[src/rtl/meteor_pkg.sv]
// rtl/meteor_pkg.sv - shared constants, slot record and FSM states for the meteor spawner
package meteor_pkg;

    localparam int SCREEN_W  = 640;
    localparam int SCREEN_H  = 480;
    localparam int POS_W     = 10;
    localparam int SPD_W     = 3;
    localparam int IDX_W     = 3;
    // Slot storage is always sized for the largest pool so a 3-bit index never overruns it.
    localparam int MAX_SLOTS = 8;

    typedef struct packed {
        logic             active;
        logic [POS_W-1:0] x;
        logic [POS_W-1:0] y;
        logic [SPD_W-1:0] vx;
        logic [SPD_W-1:0] vy;
        logic             dir;
    } meteor_t;

    typedef enum logic [1:0] {
        ST_IDLE,
        ST_MOVE,
        ST_SPAWN
    } spawn_state_e;

    // Fold a raw random x seed back onto the visible width.
    function automatic logic [POS_W-1:0] wrap_spawn_x(
        input logic [POS_W-1:0] pos,
        input logic [POS_W:0]   limit
    );
        logic [POS_W:0] ext;
        ext = {1'b0, pos};
        if (ext < limit) begin
            wrap_spawn_x = pos;
        end else begin
            wrap_spawn_x = POS_W'(ext - limit);
        end
    endfunction

endpackage

[src/rtl/meteor_step.sv]
// rtl/meteor_step.sv - combinational next position and off-screen test for one meteor slot
module meteor_step #(
    parameter int SCREEN_W = meteor_pkg::SCREEN_W,
    parameter int SCREEN_H = meteor_pkg::SCREEN_H
) (
    input  logic [meteor_pkg::POS_W-1:0] x,
    input  logic [meteor_pkg::POS_W-1:0] y,
    input  logic [meteor_pkg::SPD_W-1:0] vx,
    input  logic [meteor_pkg::SPD_W-1:0] vy,
    input  logic                         dir,
    output logic [meteor_pkg::POS_W-1:0] x_next,
    output logic [meteor_pkg::POS_W-1:0] y_next,
    output logic                         off_screen
);
    import meteor_pkg::*;

    localparam logic [POS_W:0] W_LIM = (POS_W+1)'(SCREEN_W);
    localparam logic [POS_W:0] H_LIM = (POS_W+1)'(SCREEN_H);

    logic [POS_W:0]   vx_ext;
    logic [POS_W:0]   vy_ext;
    logic [POS_W:0]   x_sum;
    logic [POS_W:0]   y_sum;
    logic [POS_W-1:0] x_diff;
    logic             underflow;

    // Sums are one bit wider than a position so the edge compare sees the carry.
    always_comb begin
        vx_ext     = {{(POS_W+1-SPD_W){1'b0}}, vx};
        vy_ext     = {{(POS_W+1-SPD_W){1'b0}}, vy};
        x_sum      = {1'b0, x} + vx_ext;
        y_sum      = {1'b0, y} + vy_ext;
        x_diff     = x - vx_ext[POS_W-1:0];
        underflow  = ({1'b0, x} < vx_ext);
        y_next     = y_sum[POS_W-1:0];
        off_screen = (y_sum >= H_LIM);
        if (dir) begin
            x_next     = x_diff;
            off_screen = off_screen | underflow;
        end else begin
            x_next     = x_sum[POS_W-1:0];
            off_screen = off_screen | (x_sum >= W_LIM);
        end
    end

endmodule

[src/rtl/meteor_spawner.sv]
// rtl/meteor_spawner.sv - meteor slot pool: per-frame move, retire and spawn sequencer
module meteor_spawner #(
    parameter int NUM_METEORS    = 4,
    parameter int SPAWN_INTERVAL = 32,
    parameter int SCREEN_W       = meteor_pkg::SCREEN_W,
    parameter int SCREEN_H       = meteor_pkg::SCREEN_H
) (
    input  logic                                     Clk,
    input  logic                                     Reset,
    input  logic                                     frame_tick,
    input  logic                                     enable,
    input  logic [meteor_pkg::POS_W-1:0]             rand_pos,
    input  logic [meteor_pkg::SPD_W-1:0]             rand_x_speed,
    input  logic [meteor_pkg::SPD_W-1:0]             rand_y_speed,
    input  logic                                     rand_sign,
    input  logic                                     kill_valid,
    input  logic [meteor_pkg::IDX_W-1:0]             kill_idx,
    output logic [NUM_METEORS*meteor_pkg::POS_W-1:0] meteor_x,
    output logic [NUM_METEORS*meteor_pkg::POS_W-1:0] meteor_y,
    output logic [NUM_METEORS-1:0]                   meteor_active,
    output logic                                     busy,
    output logic [15:0]                              spawn_count
);
    import meteor_pkg::*;

    localparam logic [IDX_W-1:0] LAST_IDX     = IDX_W'(NUM_METEORS-1);
    localparam logic [IDX_W:0]   NUM_LIM      = (IDX_W+1)'(NUM_METEORS);
    localparam logic [7:0]       TIMER_RELOAD = 8'(SPAWN_INTERVAL-1);
    localparam logic [POS_W:0]   W_LIM        = (POS_W+1)'(SCREEN_W);

    spawn_state_e     state_q, state_d;
    logic [IDX_W-1:0] idx_q, idx_d;
    logic [15:0]      count_q, count_d;
    logic [7:0]       timer_q, timer_d;
    meteor_t          slots_q [MAX_SLOTS];
    meteor_t          slots_d [MAX_SLOTS];

    meteor_t          cur;
    logic [POS_W-1:0] step_x;
    logic [POS_W-1:0] step_y;
    logic             step_off;
    logic             free_found;
    logic [IDX_W-1:0] free_idx;

    // One stepper serves every slot; the MOVE index selects which slot feeds it.
    assign cur = slots_q[idx_q];

    meteor_step #(
        .SCREEN_W (SCREEN_W),
        .SCREEN_H (SCREEN_H)
    ) u_step (
        .x          (cur.x),
        .y          (cur.y),
        .vx         (cur.vx),
        .vy         (cur.vy),
        .dir        (cur.dir),
        .x_next     (step_x),
        .y_next     (step_y),
        .off_screen (step_off)
    );

    // Lowest-index inactive slot is the spawn target.
    always_comb begin
        free_found = 1'b0;
        free_idx   = '0;
        for (int i = NUM_METEORS-1; i >= 0; i--) begin
            if (!slots_q[i].active) begin
                free_found = 1'b1;
                free_idx   = IDX_W'(i);
            end
        end
    end

    // Sequencer next state: move slots one per cycle, then one spawn decision; kill applied last so it wins.
    always_comb begin
        state_d = state_q;
        idx_d   = idx_q;
        count_d = count_q;
        timer_d = timer_q;
        for (int i = 0; i < MAX_SLOTS; i++) begin
            slots_d[i] = slots_q[i];
        end

        case (state_q)
            ST_IDLE: begin
                if (frame_tick) begin
                    state_d = ST_MOVE;
                    idx_d   = '0;
                end
            end
            ST_MOVE: begin
                if (cur.active) begin
                    slots_d[idx_q].x = step_x;
                    slots_d[idx_q].y = step_y;
                    if (step_off) begin
                        slots_d[idx_q].active = 1'b0;
                    end
                end
                if (idx_q == LAST_IDX) begin
                    state_d = ST_SPAWN;
                end else begin
                    idx_d = idx_q + 1'b1;
                end
            end
            ST_SPAWN: begin
                state_d = ST_IDLE;
                if (timer_q != '0) begin
                    timer_d = timer_q - 8'd1;
                end else if (enable && free_found) begin
                    slots_d[free_idx].active = 1'b1;
                    slots_d[free_idx].x      = wrap_spawn_x(rand_pos, W_LIM);
                    slots_d[free_idx].y      = '0;
                    slots_d[free_idx].vx     = rand_x_speed;
                    slots_d[free_idx].vy     = (rand_y_speed == '0) ? SPD_W'(1) : rand_y_speed;
                    slots_d[free_idx].dir    = rand_sign;
                    count_d                  = count_q + 16'd1;
                    timer_d                  = TIMER_RELOAD;
                end
            end
            default: begin
                state_d = ST_IDLE;
            end
        endcase

        if (kill_valid && ({1'b0, kill_idx} < NUM_LIM)) begin
            slots_d[kill_idx].active = 1'b0;
        end

        for (int i = NUM_METEORS; i < MAX_SLOTS; i++) begin
            slots_d[i] = '0;
        end
    end

    // State registers with asynchronous reset.
    always_ff @(posedge Clk or posedge Reset) begin
        if (Reset) begin
            state_q <= ST_IDLE;
            idx_q   <= '0;
            count_q <= '0;
            timer_q <= TIMER_RELOAD;
            for (int i = 0; i < MAX_SLOTS; i++) begin
                slots_q[i] <= '0;
            end
        end else begin
            state_q <= state_d;
            idx_q   <= idx_d;
            count_q <= count_d;
            timer_q <= timer_d;
            for (int i = 0; i < MAX_SLOTS; i++) begin
                slots_q[i] <= slots_d[i];
            end
        end
    end

    // Flatten slot records onto the packed output buses.
    always_comb begin
        meteor_x      = '0;
        meteor_y      = '0;
        meteor_active = '0;
        for (int i = 0; i < NUM_METEORS; i++) begin
            meteor_x[i*POS_W +: POS_W] = slots_q[i].x;
            meteor_y[i*POS_W +: POS_W] = slots_q[i].y;
            meteor_active[i]           = slots_q[i].active;
        end
        busy        = (state_q != ST_IDLE);
        spawn_count = count_q;
    end

endmodule

[config.mk]
export PLATFORM = sky130hd
export DESIGN_NAME = meteor_spawner
export DESIGN_NICKNAME = d
export VERILOG_FILES = /design/src/rtl/meteor_pkg.sv /design/src/rtl/meteor_step.sv /design/src/rtl/meteor_spawner.sv
export SDC_FILE = /design/constraint.sdc
export NUM_CORES = 1
export LEC_CHECK = 0
export CAP_MARGIN = 15
export CORE_ASPECT_RATIO = 1.2
export CORE_MARGIN = 10
export CORE_UTILIZATION = 30
export DETAILED_ROUTE_END_ITERATION = 12
export SYNTH_ARGS = -nofsm -noshare
export SYNTH_HDL_FRONTEND = slang
export SYNTH_SLANG_ARGS = --single-unit
[constraint.sdc]
create_clock -name Clk -period 9.6 [get_ports Clk]
set_input_delay 1.92 -clock Clk [delete_from_list [all_inputs] [get_ports Clk]]
set_output_delay 1.92 -clock Clk [all_outputs]
set_load 0.01 [all_outputs]
### After elaboration in Yosys (flattened, before gate mapping)

Cells that the tools add are included.
W data, S select, Z words.

* bits of input ports: 25
* register bits: 141
* word-level logic and storage cells: 135

* eq/ne operators: 6
* reduce and logical (&&, ||, !) cells: 15
* add/subtract/negate cells: 7
* magnitude comparators: 11
* mux-type cells: 62
* bitwise logic cells: 6

Operators by type and width (number)
* $bwmux W224: 10
* $mux W224: 5
* $demux W28 S3: 10
* $pmux W224 S2: 1
* $mux W28: 5
* $bmux W28 S3: 1
* $mux W27: 2
* $mux W10: 5
* $mux W17: 2
* $add A10 B3 Y11: 2
* $mux W3: 6
* $add A16 B1 Y16 const B: 1
* $mux W8: 2
* $ge A4 B4 Y1 const B: 3
* $lt A4 B1 Y1 const B: 3
* $not A3 Y4: 3
* $ge A11 B10 Y1 const B: 1
* $ge A11 B9 Y1 const B: 1
* $lt A10 B10 Y1 const B: 1
* $lt A10 B3 Y1: 1
* $sub A10 B10 Y10 const B: 1
* $sub A10 B3 Y10: 1
* $reduce_bool A8 Y1: 1
* $sub A8 B1 Y8 const B: 1
* 20 further kinds: 38

### Depth between registers and ports, before layout

* word-level depth: 20
* gate-level depth with buffers: 18

### Cells and area by module

Synthesis repeated with hierarchy kept, for this count alone.

* cells, all modules: 981
* area total of the unflattened synthesis: 8957.3 sq um

Modules (own cells, without submodules)
* meteor_spawner: cells an instance 884, seq. area each 3534.6 sq um, area each 8236.6 sq um, times used 1
* meteor_step: cells an instance 97, seq. area each 0.0 sq um, area each 720.7 sq um, times used 1

### Worst setup path after synthesis

No wires, ideal clock.

* path kind: reg2reg
* from: reg idx_q[0]
* to: reg slots_q, in the netlist meteor_active[2]
* cell stages (with the launch flop): 15
* slack: 5.473 ns
* library setup time: 0.096 ns
* data arrival time: 4.032 ns
* data required time: 9.504 ns
* cells stage by stage: dfrtp_1 buf_6 buf_2 buf_1 clkbuf_1 mux4_2 and2_1 ha_1 fa_1 a21o_1 a311o_1 or4_1 a21oi_1 nand3_2 a311oi_2

RTL lines
* start, declared: line meteor_spawner.sv:32 `logic [IDX_W-1:0] idx_q, idx_d;`
* start signal, assigned: line meteor_spawner.sv:146 `idx_q <= idx_d;`
* end signal, assigned by index: line meteor_spawner.sv:150 `slots_q[i] <= slots_d[i];`
* end, declared: line meteor_spawner.sv:35 `meteor_t slots_q [MAX_SLOTS];`

==> flow_summary.yaml <==
status:
  status: "complete, no violations"
timing:
  worstMarginPinSlew_ns: 1.06
  fin_crit_sh: 0.460
  rsz0062_at_grt: "no"
  fmax_ghz: 0.227
  finalHoldViolations: 0
  timing.hold.ws_ns: 0.481
  finalSetupTns_ns: 0
  finalSetupViolCount: 0
  clock_skew_ns: 0.0121
  fin_crit_ns: 4.41
  fin_ws_ns: 5.19
  maxSlewHeadroom: 0.289
  maxSlewViolCount: 0
clock_tree:
  cts.repair.resized: 0
  cts_setup_buffers: 0
  hold_buffers: 0
  cts_sinks: 141
  clkTransAtPathRegs_ns: 0.06
  h-tree-depth: 4
  root_buffer: "clkbuf_16"
  cts_buffers: 17
  clk_latency_ns: 0.43
  cts_tree: "built"
  clockBufferDepth: 2
min_path:
  holdPathStages: 1
  hold_class: "flop to flop"
power_and_ir_drop:
  finalPower_mw: 2.24
  power_density_mw_per_mm2: 212
  peakVddDrop_mv: 0.153
  leakage_nw: 4.27
critical_path:
  cp_max_fo: 42
  crit_path_start_kind: "flop"
  cp.arrival_ns: 4.74
  crit_type: "flop to flop"
  crit_chain: "buf_4, mux4_2, and2_1, ha_1, fa_1, a21o_1, a311o_1, or4_1, a21oi_1, nand3_2, a311oi_2"
  endpoint_kind: "flop"
  critPathMaxStageDelay_ns: 0.77
  reg2reg_depth: 11
  required_ns: 9.93
  slowest_stage: "dfrtp_2"
synthesis:
  synth-edff-count: 0
  synth-compound-area-share: 0.207
  synth_top_family_by_area: "compound AO/OA/AOI/OAI gates"
  synthTopCellsByCount: "136 x dfrtp_1, 128 x nand2_1, 85 x buf_4, 66 x o21ai_0"
  yosysSeqAreaShare: 0.396
  ys.flop_type: "dfrtp_1"
  synthesis.area_mm2: 0.00894
  synth-simple-area-share: 0.152
  yosysUniqueCellTypes: 77
  yosys_warnings: 0
  muxShareOfSynthArea: 0.0708
  yosys-top-cells-area: "dfrtp_1 38%, buf_4 7.1%, nand2_1 5.4%"
  synth_largest_area_cell: "dfrtp_1"
  synth-seq-cells: 141
  synth_xor_area_frac: 0.0382
  syn_inst: 937
  synth-adder-area-share: 0.0325
  yosysTopAreaCellShare: 0.381
  yosysMostFrequentCell: "dfrtp_1"
  syn_area_per_cell_um2: 9.54
  mappedNetlistNets: 984
  synthArstFlopShare: 1.00
final_layout:
  num-fill-cells: 2937
  area_growth_pct: 18.0
  n_antenna_cell: 0
  final_nets: 1011
  final_core_util: 0.357
  final_cells: 1366
  final_layout_size_suffix_gt1_frac: 0.0799
  final_area_mm2: 0.0105
placed_design:
  dpl.cell_count: 1335
  pre_cts_slack_ns: 4.82
  hpwlAfterDp_mm: 21.6
  gp_congestion: 0.905
  port-buffer-count: 125
  dpl_cell_area_mm2: 0.00995
run:
  cap_violations: 0
grt:
  grt_pass1_vias: 7418
  grt-ovfl-total: 0
  grt_pass1_wl_mm: 45.9
  grt_max_degree: 84
  grt_usage: 0.159
  grt_antenna_before_repair: 0
die:
  die_area_mm2: 0.0371
  design.portCount: 126
  row_count: 69
  die_width_um: 178
  initial_core_util: 0.303
  core_area_mm2: 0.0295
  die_height_um: 209
route:
  via_per_inst: 5.53
  wl_mm: 30.0
  drt_pass1_iterations: 5
  routed-via-count: 7555
  drtIter0Drc: 738
  ant_nets: 0
  drc: 0
  wl_per_cell_um: 22.0
[critical path: cells and delay by family, from the launching register on]
kind            cells  cell delay (ns)
buf+inv             1             0.57
mux                 1             0.57
flops               1             0.77
simple gates        3             0.72
compound gates      4             1.08
fa+ha+maj           2             0.61
[logic make-up (layout without fill, tap and decap cells)]
family / count (synthesis) / in the layout
AOI/OAI and AO/OA: 257 / 257
xor gates and xnor gates: 39 / 39
adders and majority gates: 22 / 22
buffers and inverters: 152 / 191
DFF: 141 / 141
muxes: 37 / 37
and+or+nand+nor: 289 / 289
[final timing paths]
| kind | startpoint | to | slack, ns |
|---|---|---|---|
| min | spawn_count[15]$_DFFE_PP0P_ | spawn_count[15]$_DFFE_PP0P_ | 0.48 |
| max reg2reg | idx_q[1]$_DFFE_PP0P_ | meteor_active[2]$_DFF_PP0_ | 5.19 |
| min reg2reg | spawn_count[15]$_DFFE_PP0P_ | spawn_count[15]$_DFFE_PP0P_ | 0.48 |
| max | idx_q[1]$_DFFE_PP0P_ | meteor_active[2]$_DFF_PP0_ | 5.19 |
| min in group asynchronous | Reset | asynchronous set/reset pin | 2.01 |
| max in group asynchronous | Reset | idx_q[1]$_DFFE_PP0P_ | 6.30 |
[area by class of cell]
| cell class | instances | area (um^2) | share of cell area |
|---|---|---|---|
| Clock buffer | 17 | 425 | 0.0404 |
| Tap cell | 390 | 488 | 0.0463 |
| Inverter | 25 | 98.8 | 0.00938 |
| Clock inverter | 14 | 171 | 0.0163 |
| Multi-Input combinational cell | 644 | 4500 | 0.426 |
| Sequential cell | 141 | 3540 | 0.336 |
| Timing Repair Buffer | 135 | 1330 | 0.126 |
[placed cells by master (no fill, tap or decap), drive strengths merged, types with 20 or more instances in the layout]
cell type and instances:
a21oi 24, inv 25, dfrtp 136, clkdlybuf4s50 125, o21ai 69, xnor2 28, nand3 23, ha 20
a22oi 27, mux4 20, nor2 51, a22o 51, nand2 128
[routing by layer]
metal,GRT usage,routed length [um],up-vias
met1,0.194,12100,3708
met4,0.0717,982,0
li1,-,-,3418
met3,0.0395,2490,63
met5,0,0,-
met2,0.260,14500,366
[power by group]
group          leakage [nW]  internal [mW]  switching [mW]
logic                  2.05          0.245           0.600
registers              1.94          0.641          0.0704
clock network         0.273          0.407           0.275
total                  4.27           1.29           0.945
No activity file was read; power rests on OpenSTA's default activity.
